## src/rtl/csd_convert_array_pkg.sv

```systemverilog
// Shared types for the binary->CSD converter array: FSM states, digit
// encoding and the single-step recoding rule.
package csd_pkg;

  typedef enum logic [2:0] {
    IDLE  = 3'd0,
    LOAD  = 3'd1,
    CONV  = 3'd2,
    STORE = 3'd3,
    DONE  = 3'd4
  } state_e;

  typedef logic [1:0] digit_t;

  localparam digit_t DIG_ZERO = 2'b00;
  localparam digit_t DIG_POS  = 2'b01;
  localparam digit_t DIG_NEG  = 2'b10;

  typedef struct packed {
    digit_t d;
    logic   c;
  } step_t;

  // One CSD recoding step on x = b_i + c_in, looking ahead at b_next.
  function automatic step_t recode_step(input logic b_i, input logic b_next,
                                        input logic c_in);
    step_t r;
    r.d = DIG_ZERO;
    r.c = 1'b0;
    unique case ({b_i, c_in})
      2'b00: begin r.d = DIG_ZERO; r.c = 1'b0; end
      2'b11: begin r.d = DIG_ZERO; r.c = 1'b1; end
      default: begin
        // x == 1: start or extend a run of ones with -1, else emit a lone +1
        if (b_next) begin r.d = DIG_NEG; r.c = 1'b1; end
        else        begin r.d = DIG_POS; r.c = 1'b0; end
      end
    endcase
    return r;
  endfunction

endpackage

```

## src/rtl/csd_convert_array_if.sv

```systemverilog
// Host-side bus of the converter array: operand write, batch control,
// result read-back and status.
interface csd_convert_array_if #(
  parameter int WIDTH = 8,
  parameter int DEPTH = 16
);
  localparam int AW = $clog2(DEPTH);
  localparam int CW = $clog2(WIDTH + 2);

  logic            we_in;
  logic [AW-1:0]   addr_in;
  logic [WIDTH-1:0] data_in;
  logic            start;
  logic [AW:0]     n_words;
  logic [AW-1:0]   rd_addr;
  logic [WIDTH:0]  rd_pos;
  logic [WIDTH:0]  rd_neg;
  logic [CW-1:0]   rd_cnt;
  logic            busy;
  logic            done;

  modport master (
    output we_in, addr_in, data_in, start, n_words, rd_addr,
    input  rd_pos, rd_neg, rd_cnt, busy, done
  );

  modport slave (
    input  we_in, addr_in, data_in, start, n_words, rd_addr,
    output rd_pos, rd_neg, rd_cnt, busy, done
  );
endinterface

```

## src/rtl/csd_convert_array_recode_step.sv

```systemverilog
// Combinational single-digit CSD recoder used by the serial CONV datapath.
module csd_recode_step
  import csd_pkg::*;
(
  input  logic   b_i,
  input  logic   b_next,
  input  logic   c_in,
  output digit_t d,
  output logic   c_out
);
  step_t s;

  assign s     = recode_step(b_i, b_next, c_in);
  assign d     = s.d;
  assign c_out = s.c;
endmodule

```

## src/rtl/csd_convert_array.sv

```systemverilog
// Batch binary->CSD converter. Operands are loaded into an operand RAM,
// a start pulse converts words 0..n_words-1 serially (one digit per clock)
// and {pos, neg, count} per word lands in a result RAM read by the host.
// Build option: define CSD_SIGNED_EN for two's-complement operands
// (WIDTH digits, sign-extended lookahead, final carry dropped).
module csd_convert_array
  import csd_pkg::*;
#(
  parameter int WIDTH = 8,
  parameter int DEPTH = 16
) (
  input  logic                clk,
  input  logic                reset,
  csd_convert_array_if.slave  bus
);
  localparam int AW = $clog2(DEPTH);
  localparam int CW = $clog2(WIDTH + 2);
  localparam int IW = $clog2(WIDTH + 2);
  localparam int RW = 2 * (WIDTH + 1) + CW;
`ifdef CSD_SIGNED_EN
  localparam int ND = WIDTH;
`else
  localparam int ND = WIDTH + 1;
`endif

  logic [WIDTH-1:0] op_ram  [DEPTH];
  logic [RW-1:0]    res_ram [DEPTH];

  state_e           state_q, state_d;
  logic [AW:0]      w_q, w_d, n_q, n_d;
  logic [IW-1:0]    i_q, i_d;
  logic             c_q, c_d;
  logic [CW-1:0]    cnt_q, cnt_d;
  logic [WIDTH-1:0] op_q, op_d;
  logic [WIDTH:0]   pos_q, pos_d, neg_q, neg_d;
  logic [WIDTH:0]   rd_pos_q, rd_pos_d, rd_neg_q, rd_neg_d;
  logic [CW-1:0]    rd_cnt_q, rd_cnt_d;
  logic [RW-1:0]    rd_word;

  logic             busy;
  logic             op_we;
  logic             res_we;
  logic             fill;
  logic [WIDTH+1:0] ext;
  logic             b_i, b_nx;
  digit_t           dig;
  logic             c_nx;

  // Bits above the operand read as zero, or as the sign bit in signed mode.
`ifdef CSD_SIGNED_EN
  assign fill = op_q[WIDTH-1];
`else
  assign fill = 1'b0;
`endif
  assign ext  = {{2{fill}}, op_q};
  assign b_i  = ext[i_q];
  assign b_nx = ext[i_q + IW'(1)];

  csd_recode_step u_step (
    .b_i    (b_i),
    .b_next (b_nx),
    .c_in   (c_q),
    .d      (dig),
    .c_out  (c_nx)
  );

  assign busy  = (state_q == LOAD) || (state_q == CONV) || (state_q == STORE);
  assign op_we = bus.we_in && !busy;

  // FSM next state and serial conversion datapath
  always_comb begin
    state_d = state_q;
    w_d     = w_q;
    n_d     = n_q;
    i_d     = i_q;
    c_d     = c_q;
    cnt_d   = cnt_q;
    op_d    = op_q;
    pos_d   = pos_q;
    neg_d   = neg_q;
    res_we  = 1'b0;
    unique case (state_q)
      IDLE: begin
        if (bus.start) begin
          n_d     = bus.n_words;
          w_d     = '0;
          state_d = (bus.n_words == '0) ? DONE : LOAD;
        end
      end
      LOAD: begin
        op_d    = op_ram[w_q[AW-1:0]];
        i_d     = '0;
        c_d     = 1'b0;
        cnt_d   = '0;
        pos_d   = '0;
        neg_d   = '0;
        state_d = CONV;
      end
      CONV: begin
        c_d   = c_nx;
        cnt_d = cnt_q + CW'(dig != DIG_ZERO);
        for (int k = 0; k <= WIDTH; k++) begin
          if (i_q == IW'(k)) begin
            pos_d[k] = (dig == DIG_POS);
            neg_d[k] = (dig == DIG_NEG);
          end
        end
        i_d = i_q + IW'(1);
        if (i_q == IW'(ND - 1)) state_d = STORE;
      end
      STORE: begin
        res_we  = 1'b1;
        w_d     = w_q + {{AW{1'b0}}, 1'b1};
        state_d = (w_d == n_q) ? DONE : LOAD;
      end
      DONE:    state_d = IDLE;
      default: state_d = IDLE;
    endcase
  end

  // FSM and datapath registers; reset aborts a batch immediately
  always_ff @(posedge clk) begin
    if (reset) begin
      state_q <= IDLE;
      w_q     <= '0;
      n_q     <= '0;
      i_q     <= '0;
      c_q     <= 1'b0;
      cnt_q   <= '0;
      op_q    <= '0;
      pos_q   <= '0;
      neg_q   <= '0;
    end else begin
      state_q <= state_d;
      w_q     <= w_d;
      n_q     <= n_d;
      i_q     <= i_d;
      c_q     <= c_d;
      cnt_q   <= cnt_d;
      op_q    <= op_d;
      pos_q   <= pos_d;
      neg_q   <= neg_d;
    end
  end

  // Operand RAM write port, frozen while a batch runs; contents survive reset
  always_ff @(posedge clk) begin
    if (op_we) op_ram[bus.addr_in] <= bus.data_in;
  end

  // Result RAM write port, one word per STORE
  always_ff @(posedge clk) begin
    if (res_we) res_ram[w_q[AW-1:0]] <= {pos_q, neg_q, cnt_q};
  end

  // Result read port decode; a same-cycle STORE to this address is not forwarded
  always_comb begin
    rd_word  = res_ram[bus.rd_addr];
    rd_pos_d = rd_word[RW-1 -: WIDTH+1];
    rd_neg_d = rd_word[CW +: WIDTH+1];
    rd_cnt_d = rd_word[CW-1:0];
  end

  // Registered read data
  always_ff @(posedge clk) begin
    if (reset) begin
      rd_pos_q <= '0;
      rd_neg_q <= '0;
      rd_cnt_q <= '0;
    end else begin
      rd_pos_q <= rd_pos_d;
      rd_neg_q <= rd_neg_d;
      rd_cnt_q <= rd_cnt_d;
    end
  end

  assign bus.rd_pos = rd_pos_q;
  assign bus.rd_neg = rd_neg_q;
  assign bus.rd_cnt = rd_cnt_q;
  assign bus.busy   = busy;
  assign bus.done   = (state_q == DONE);

endmodule

```

## src/flat_wrapper.sv

```systemverilog
// flat-port wrapper written by rule: the top's interface ports become plain ports
module csd_convert_array_flat import csd_pkg::*;
#(
  parameter int WIDTH = 8,
  parameter int DEPTH = 16
)
  (clk, reset, bus_we_in, bus_addr_in, bus_data_in, bus_start, bus_n_words, bus_rd_addr, bus_rd_pos, bus_rd_neg, bus_rd_cnt, bus_busy, bus_done);
  csd_convert_array_if #(.WIDTH(WIDTH), .DEPTH(DEPTH)) bus_i ();
  input  logic clk;
  input  logic reset;
  input wire logic [$bits(bus_i.we_in)-1:0] bus_we_in;
  input wire logic [$bits(bus_i.addr_in)-1:0] bus_addr_in;
  input wire logic [$bits(bus_i.data_in)-1:0] bus_data_in;
  input wire logic [$bits(bus_i.start)-1:0] bus_start;
  input wire logic [$bits(bus_i.n_words)-1:0] bus_n_words;
  input wire logic [$bits(bus_i.rd_addr)-1:0] bus_rd_addr;
  output wire logic [$bits(bus_i.rd_pos)-1:0] bus_rd_pos;
  output wire logic [$bits(bus_i.rd_neg)-1:0] bus_rd_neg;
  output wire logic [$bits(bus_i.rd_cnt)-1:0] bus_rd_cnt;
  output wire logic [$bits(bus_i.busy)-1:0] bus_busy;
  output wire logic [$bits(bus_i.done)-1:0] bus_done;
  assign bus_i.we_in = bus_we_in;
  assign bus_i.addr_in = bus_addr_in;
  assign bus_i.data_in = bus_data_in;
  assign bus_i.start = bus_start;
  assign bus_i.n_words = bus_n_words;
  assign bus_i.rd_addr = bus_rd_addr;
  assign bus_rd_pos = bus_i.rd_pos;
  assign bus_rd_neg = bus_i.rd_neg;
  assign bus_rd_cnt = bus_i.rd_cnt;
  assign bus_busy = bus_i.busy;
  assign bus_done = bus_i.done;
  csd_convert_array #(.WIDTH(WIDTH), .DEPTH(DEPTH)) u_core (.clk(clk), .reset(reset), .bus(bus_i));
endmodule
```

## config.mk

```make
export PLATFORM = sky130hd
export DESIGN_NAME = csd_convert_array_flat
export DESIGN_NICKNAME = d
export VERILOG_FILES = /design/src/rtl/csd_convert_array_pkg.sv /design/src/rtl/csd_convert_array_if.sv /design/src/rtl/csd_convert_array_recode_step.sv /design/src/rtl/csd_convert_array.sv /design/src/flat_wrapper.sv
export SDC_FILE = /design/constraint.sdc
export NUM_CORES = 1
export LEC_CHECK = 0
export CAP_MARGIN = 20
export CORE_MARGIN = 1.5
export CORE_UTILIZATION = 65
export CTS_BUF_LIST = sky130_fd_sc_hd__clkbuf_4 sky130_fd_sc_hd__clkbuf_8 sky130_fd_sc_hd__clkbuf_16
export DETAILED_ROUTE_END_ITERATION = 6
export HOLD_SLACK_MARGIN = 0.12
export PLACE_DENSITY_LB_ADDON = 0.25
export SLEW_MARGIN = 5
export SYNTH_ARGS = -nofsm -noshare
export SYNTH_HDL_FRONTEND = slang
export SYNTH_SLANG_ARGS = --single-unit
```

## constraint.sdc

```tcl
create_clock -name clk -period 8.4 [get_ports clk]
set_input_delay 1.26 -clock clk [delete_from_list [all_inputs] [get_ports clk]]
set_output_delay 1.26 -clock clk [all_outputs]
set_load 0.1 [all_outputs]
```

# After elaboration in Yosys (flattened, before gate mapping)
# Memory sizes are Yosys's and may differ from the RTL's. A register that Yosys moved wholly into a read port is not among the register bits.
# Index checks and enable logic that the tools add are counted.
# totals
reg_bits	40
latchBits	0
mem_bits_rw	480
romBits	0
in_bits	25
output_inout_bits	24
elab_cells	121
n_memories	2
# op_classes
n_addsub	3
multipliers	0
n_div	0
order_cmp	2
n_eq_ne	26
shifts	0
n_mux	41
bitwise	0
reduce_logical	23
# mem_list
name	words	width	rd	rd_ports_with_merged_regs	write_ports	line	rtl
u_core.res_ram	16	22	1	1	1	csd_convert_array.sv:27	logic [RW-1:0] res_ram [DEPTH];
u_core.op_ram	16	8	1	1	1	csd_convert_array.sv:26	logic [WIDTH-1:0] op_ram [DEPTH];
# ops
cell	count
$pmux 9 s2	2
$mux 1	25
$reduce_and 2->1	12
$ne 2x2->1 const B	10
$eq 4x3->1 const B	4
$pmux 4 s2	2
$mux 3	5
$pmux 3 s4	1
$lt 4x5->1 const B	2
$pmux 5 s2	1
$bmux 1 s4	2
$eq 4x2->1 const B	2
$eq 3x2->1 const B	2
$pmux 3 s2	1
$reduce_bool 2->1	3
$add 5x1->5 const B	1
$eq 5x5->1	1
$logic_not 5->1	1
$mux 5	1
$add 4x1->4	1
$add 4x1->4 const B	1
$eq 2x2->1 const B	2
$eq 4x1->1 const B	1
$eq 4x4->1 const B	1
other kinds (10)	11

# Logic depth before layout (Yosys ltp)
# depth
word_depth	8
depth_mapped	12
mapped_depth_nobuf	10

# By module
# From an unflattened synthesis, not the netlist that was laid out.
# unflattened
hier_cells	1114
area_unflattened_um2	21266.6
# by_module_without_submodules
module	n_inst	cells_per_inst	area_per_inst_um2	seq_area_each_um2
csd_convert_array	1	1110	21225.4	15815.2
csd_recode_step	1	4	41.3	0.0

# Worst setup path after synthesis
# Ideal clock, no wire load.
# synth_path
path_kind	reg2out
startpoint	reg u_core.state_q[2]
endpoint	out bus_busy
arrival_ns	1.911
required_time_ns	7.140
path_slack_ns	5.229
path_stages_with_launch	4
path_buffers	2
cell_sequence	dfxtp_1 -> clkbuf_1 -> clkbuf_1 -> nor2_1
# synth_between
elab_chain_cells	3
word_cells_on_any_way	5
cone_classes	eq/ne: 3; reduce/logical: 2
# synth_lines
item	line	rtl
start, declared	csd_convert_array.sv:29	state_e state_q, state_d;
start signal, assigned	csd_convert_array.sv:134	state_q <= state_d;
$eq 3x1->1 / $eq 3x2->1 (equally long branches)	csd_convert_array.sv:67	assign busy = (state_q == LOAD) || (state_q == CONV) || (state_q == STORE);
$logic_or 1x1->1	csd_convert_array.sv:67	
$logic_or 1x1->1 *	csd_convert_array.sv:67	
end, declared	flat_wrapper.sv:20	output wire logic [$bits(bus_i.busy)-1:0] bus_busy;
# Every way passes the cells marked *; elsewhere a longest branch is shown, timed or not.

# Final worst setup path
# layout_path
startpoint	reg u_core.state_q[0]
endpoint	out bus_busy
# The elaborated chain is that of the path after synthesis.

==> reports/metrics.cfg <==
[outcome]
status=completed

[route]
via_per_inst=6.42
vias=10846
firstDrtPassIters=7
drt-total-wl_um=44300
avgRoutedWirePerCell_um=26.2
drtIter0Drc=1124
drcViolationCount=0
ant_nets=0

[floorplan]
rows=66
die_h_um=184
core_area_um2=32400
dieArea_um2=33800
die_x_um=184
ios=49
initial_utilization_pct=65.7

[clock_tree]
clk_latency_ns=0.57
tritoncts=built
cts_setup_buffers=0
cts.sinks=550
cts_max_level=2
cts-root-buf=clkbuf_16
cts_resized=0
hold_buffers=0
clockBufferDepth=3
clkTransAtPathRegs_ns=0.06
numCtsBuffers=52

[pwr]
max-vdd-ir-drop_uv=207
p_leak_uw=0.00763
p_switching_uw=1180
powerDensity_nw_per_um2=234
pwr-share-comb_pct=5.7
power_frac_clock_pct=40.8
swShare_pct=21.1
pwr-share-seq_pct=53.5
intPower_uw=4410

[synthesis]
synthCells=1139
async_flop_share_pct=0
syn-mean-instance-area_um2=18.7
synthTopCellsByArea=edfxtp_1 68%, mux4_2 11%, dfxtp_1 6.6%
synth_ff_type=edfxtp_1
synth_top_area_share_pct=67.8
ys_seq_area_share_pct=74.4
synth_edf_count=480
synth_seq_cells=550
syn_nets=1175
synth_largest_area_cell=edfxtp_1
yosysWarnings=0
syn-cell-area_um2=21300
yosysUniqueCellTypes=53

[critical_path]
rr_worst_depth=4
startpoint_type=register
rr_startpoint=u_core.state_q[0]
rr_endpoint=u_core.res_ram[0][18]
critPathCapture=bus_busy
rrSetupSlack_ns=5.23
path_buf_inv=1
max_stage_delay_ns=1.14
cp-startpoint=u_core.state_q[0]
end_kind=output pin
critical_path.top_delay_family=buffers and inverters
path_max_fanout=22
crit_chain=nor2_1, nor2_1, clkdlybuf4s50_1
cp_data_arrival_time_ns=2.94
cpMostUsedCell=nor2_1
crit_required_ns=7.14
critPathKind=register to output pin
critPathSlowestCell=clkdlybuf4s50_1
cp.depth=3

[worst_hold_path]
hold_path_class=register to register

[global_routing]
grt_max_degree=54
grt_usage_pct=27.1
grt_pass1_wl_um=65700
grt_overflow=0
grt_pass1_vias=10842
antenna_found_initial=0

[timing]
finalSetupViolCount=0
min_period_ns=4.20
rsz0062_at_grt=false
slew_headroom_pct=25.9
layout_setup_ws_ns=4.20
fin_worst_skew_ns=0.0119
slew_viol_final=0
final_hold_viol_count=0
fin_crit_sh_pct=50.0
fmax_ghz=0.238
setup_tns_ns=0
tightest_slew_ns=1.11

[final_layout]
n_fill_cell=1902
diodes=0
fin_nets=1242
areaGrowthSynthToFinish_pct=12.6
drive_gt1_share_pct=19.5

[placement]
place_ws_ns=4.56
gp_congestion=0.776
hpwl_um=24600
numPortBuffers=48

[job]
maxCapViolations=0

## routing by layer
metal / vias up / wire, µm / global-route usage [%]
met5: - / 0 / 0
met4: 0 / 1340 / 9.34
met3: 87 / 2750 / 4.04
met2: 431 / 22300 / 44.9
met1: 5611 / 17900 / 37.3
li1: 4717 / - / -
## layout by cell type, fill, tap and decap left out, types with 13 or more instances in the layout
cell type and n:
nand3b_1 15, clkbuf_4 13, a22oi_1 13, o21ai_0 16
a21oi_1 22, buf_4 28, dfxtp_1 69, edfxtp_1 480
nand2_1 46, clkdlybuf4s50_1 44, clkbuf_16 53, nor2_1 60
mux4_2 101, mux2i_1 79, o22ai_1 27
## how the worst min path moves through the flow
| stage | startpoint | to | slack, ns | cells after the start |
|---|---|---|---|---|
| detailed placement | u_core.w_q[4] | u_core.w_q[4] | 0.49 | 1 |
| floorplan | u_core.w_q[4] | u_core.w_q[4] | 0.46 | 1 |
| global route | u_core.w_q[4] | u_core.w_q[4] | 0.53 | 1 |
| global placement | u_core.w_q[4] | u_core.w_q[4] | 0.47 | 1 |
| CTS | u_core.w_q[4] | u_core.w_q[4] | 0.50 | 1 |
| finish | u_core.w_q[4] | u_core.w_q[4] | 0.50 | 1 |
## power groups by stage
stage / Combinational, µW / Clock, µW / Sequential [µW]
after floorplan: 173 / 0 / 3110
after global placement: 310 / 0 / 3050
after detailed placement: 316 / 0 / 3050
after CTS: 318 / 2310 / 3000
after global routing: 336 / 2410 / 3000
final: 317 / 2290 / 3000
## logic make-up (layout without fill, tap and decap cells)
kind of cell / Yosys count / after routing / share of synthesized area [%]
flops: 550 / 550 / 74.4
simple gates: 193 / 193 / 4.41
mux: 185 / 185 / 14.9
compound gates: 120 / 120 / 3.68
buf+inv: 71 / 180 / 1.62
fa+ha+maj: 11 / 11 / 0.647
xor+xnor: 9 / 9 / 0.371
## synthesized netlist by cell type, drive strengths merged (2+ instances only)
library cell  count
a211oi            3
a21o              3
a21oi            22
a22oi            13
a311oi            6
a32oi             8
and2              3
and3              2
buf              40
clkbuf           23
dfxtp            70
edfxtp          480
ha               11
inv               8
mux2              2
mux2i            79
mux4            104
nand2            46
nand2b           12
nand3             6
nand3b           15
nand4             9
nand4b            2
nor2             72
nor2b             4
nor3             10
nor4              2
o211ai            8
o21ai            22
o22ai            27
o32ai             2
or2               3
or3               2
xnor2             6
xor2              3
## area by class of cell
| type | instances | area (µm²) | share of cell area (%) |
|---|---|---|---|
| Tap cell | 442 | 553 | 2.31 |
| Clock inverter | 22 | 168 | 0.700 |
| Clock buffer | 74 | 1530 | 6.41 |
| Timing Repair Buffer | 76 | 677 | 2.83 |
| Multi-Input combinational cell | 518 | 5160 | 21.6 |
| Inverter | 8 | 30.0 | 0.125 |
| Sequential cell | 550 | 15800 | 66.1 |
## metrics by stage
step	hold slack, ns	util (%)	std cells	total power [µW]	cell area, µm²
after global placement	0.470	68.7	1592	3360	22200
after floorplan	0.457	-	1139	3280	21300
after CTS	0.496	73.9	1690	5620	23900
after detailed placement	0.485	68.7	1594	3370	22200
final	0.499	73.9	1690	5600	23900
after global routing	0.528	73.9	1690	5740	23900
## registers in the layout, indices dropped and copies added, names as in the netlist, 5 cells and up
signal and cells:
u_core.res_ram 352, u_core.op_ram 128, u_core.bus.rd_neg 9, u_core.bus.rd_pos 9
u_core.neg_q 9, u_core.pos_q 9, u_core.op_q 8, u_core.n_q 5
u_core.w_q 5
Power figures use the tool's default switching activity.
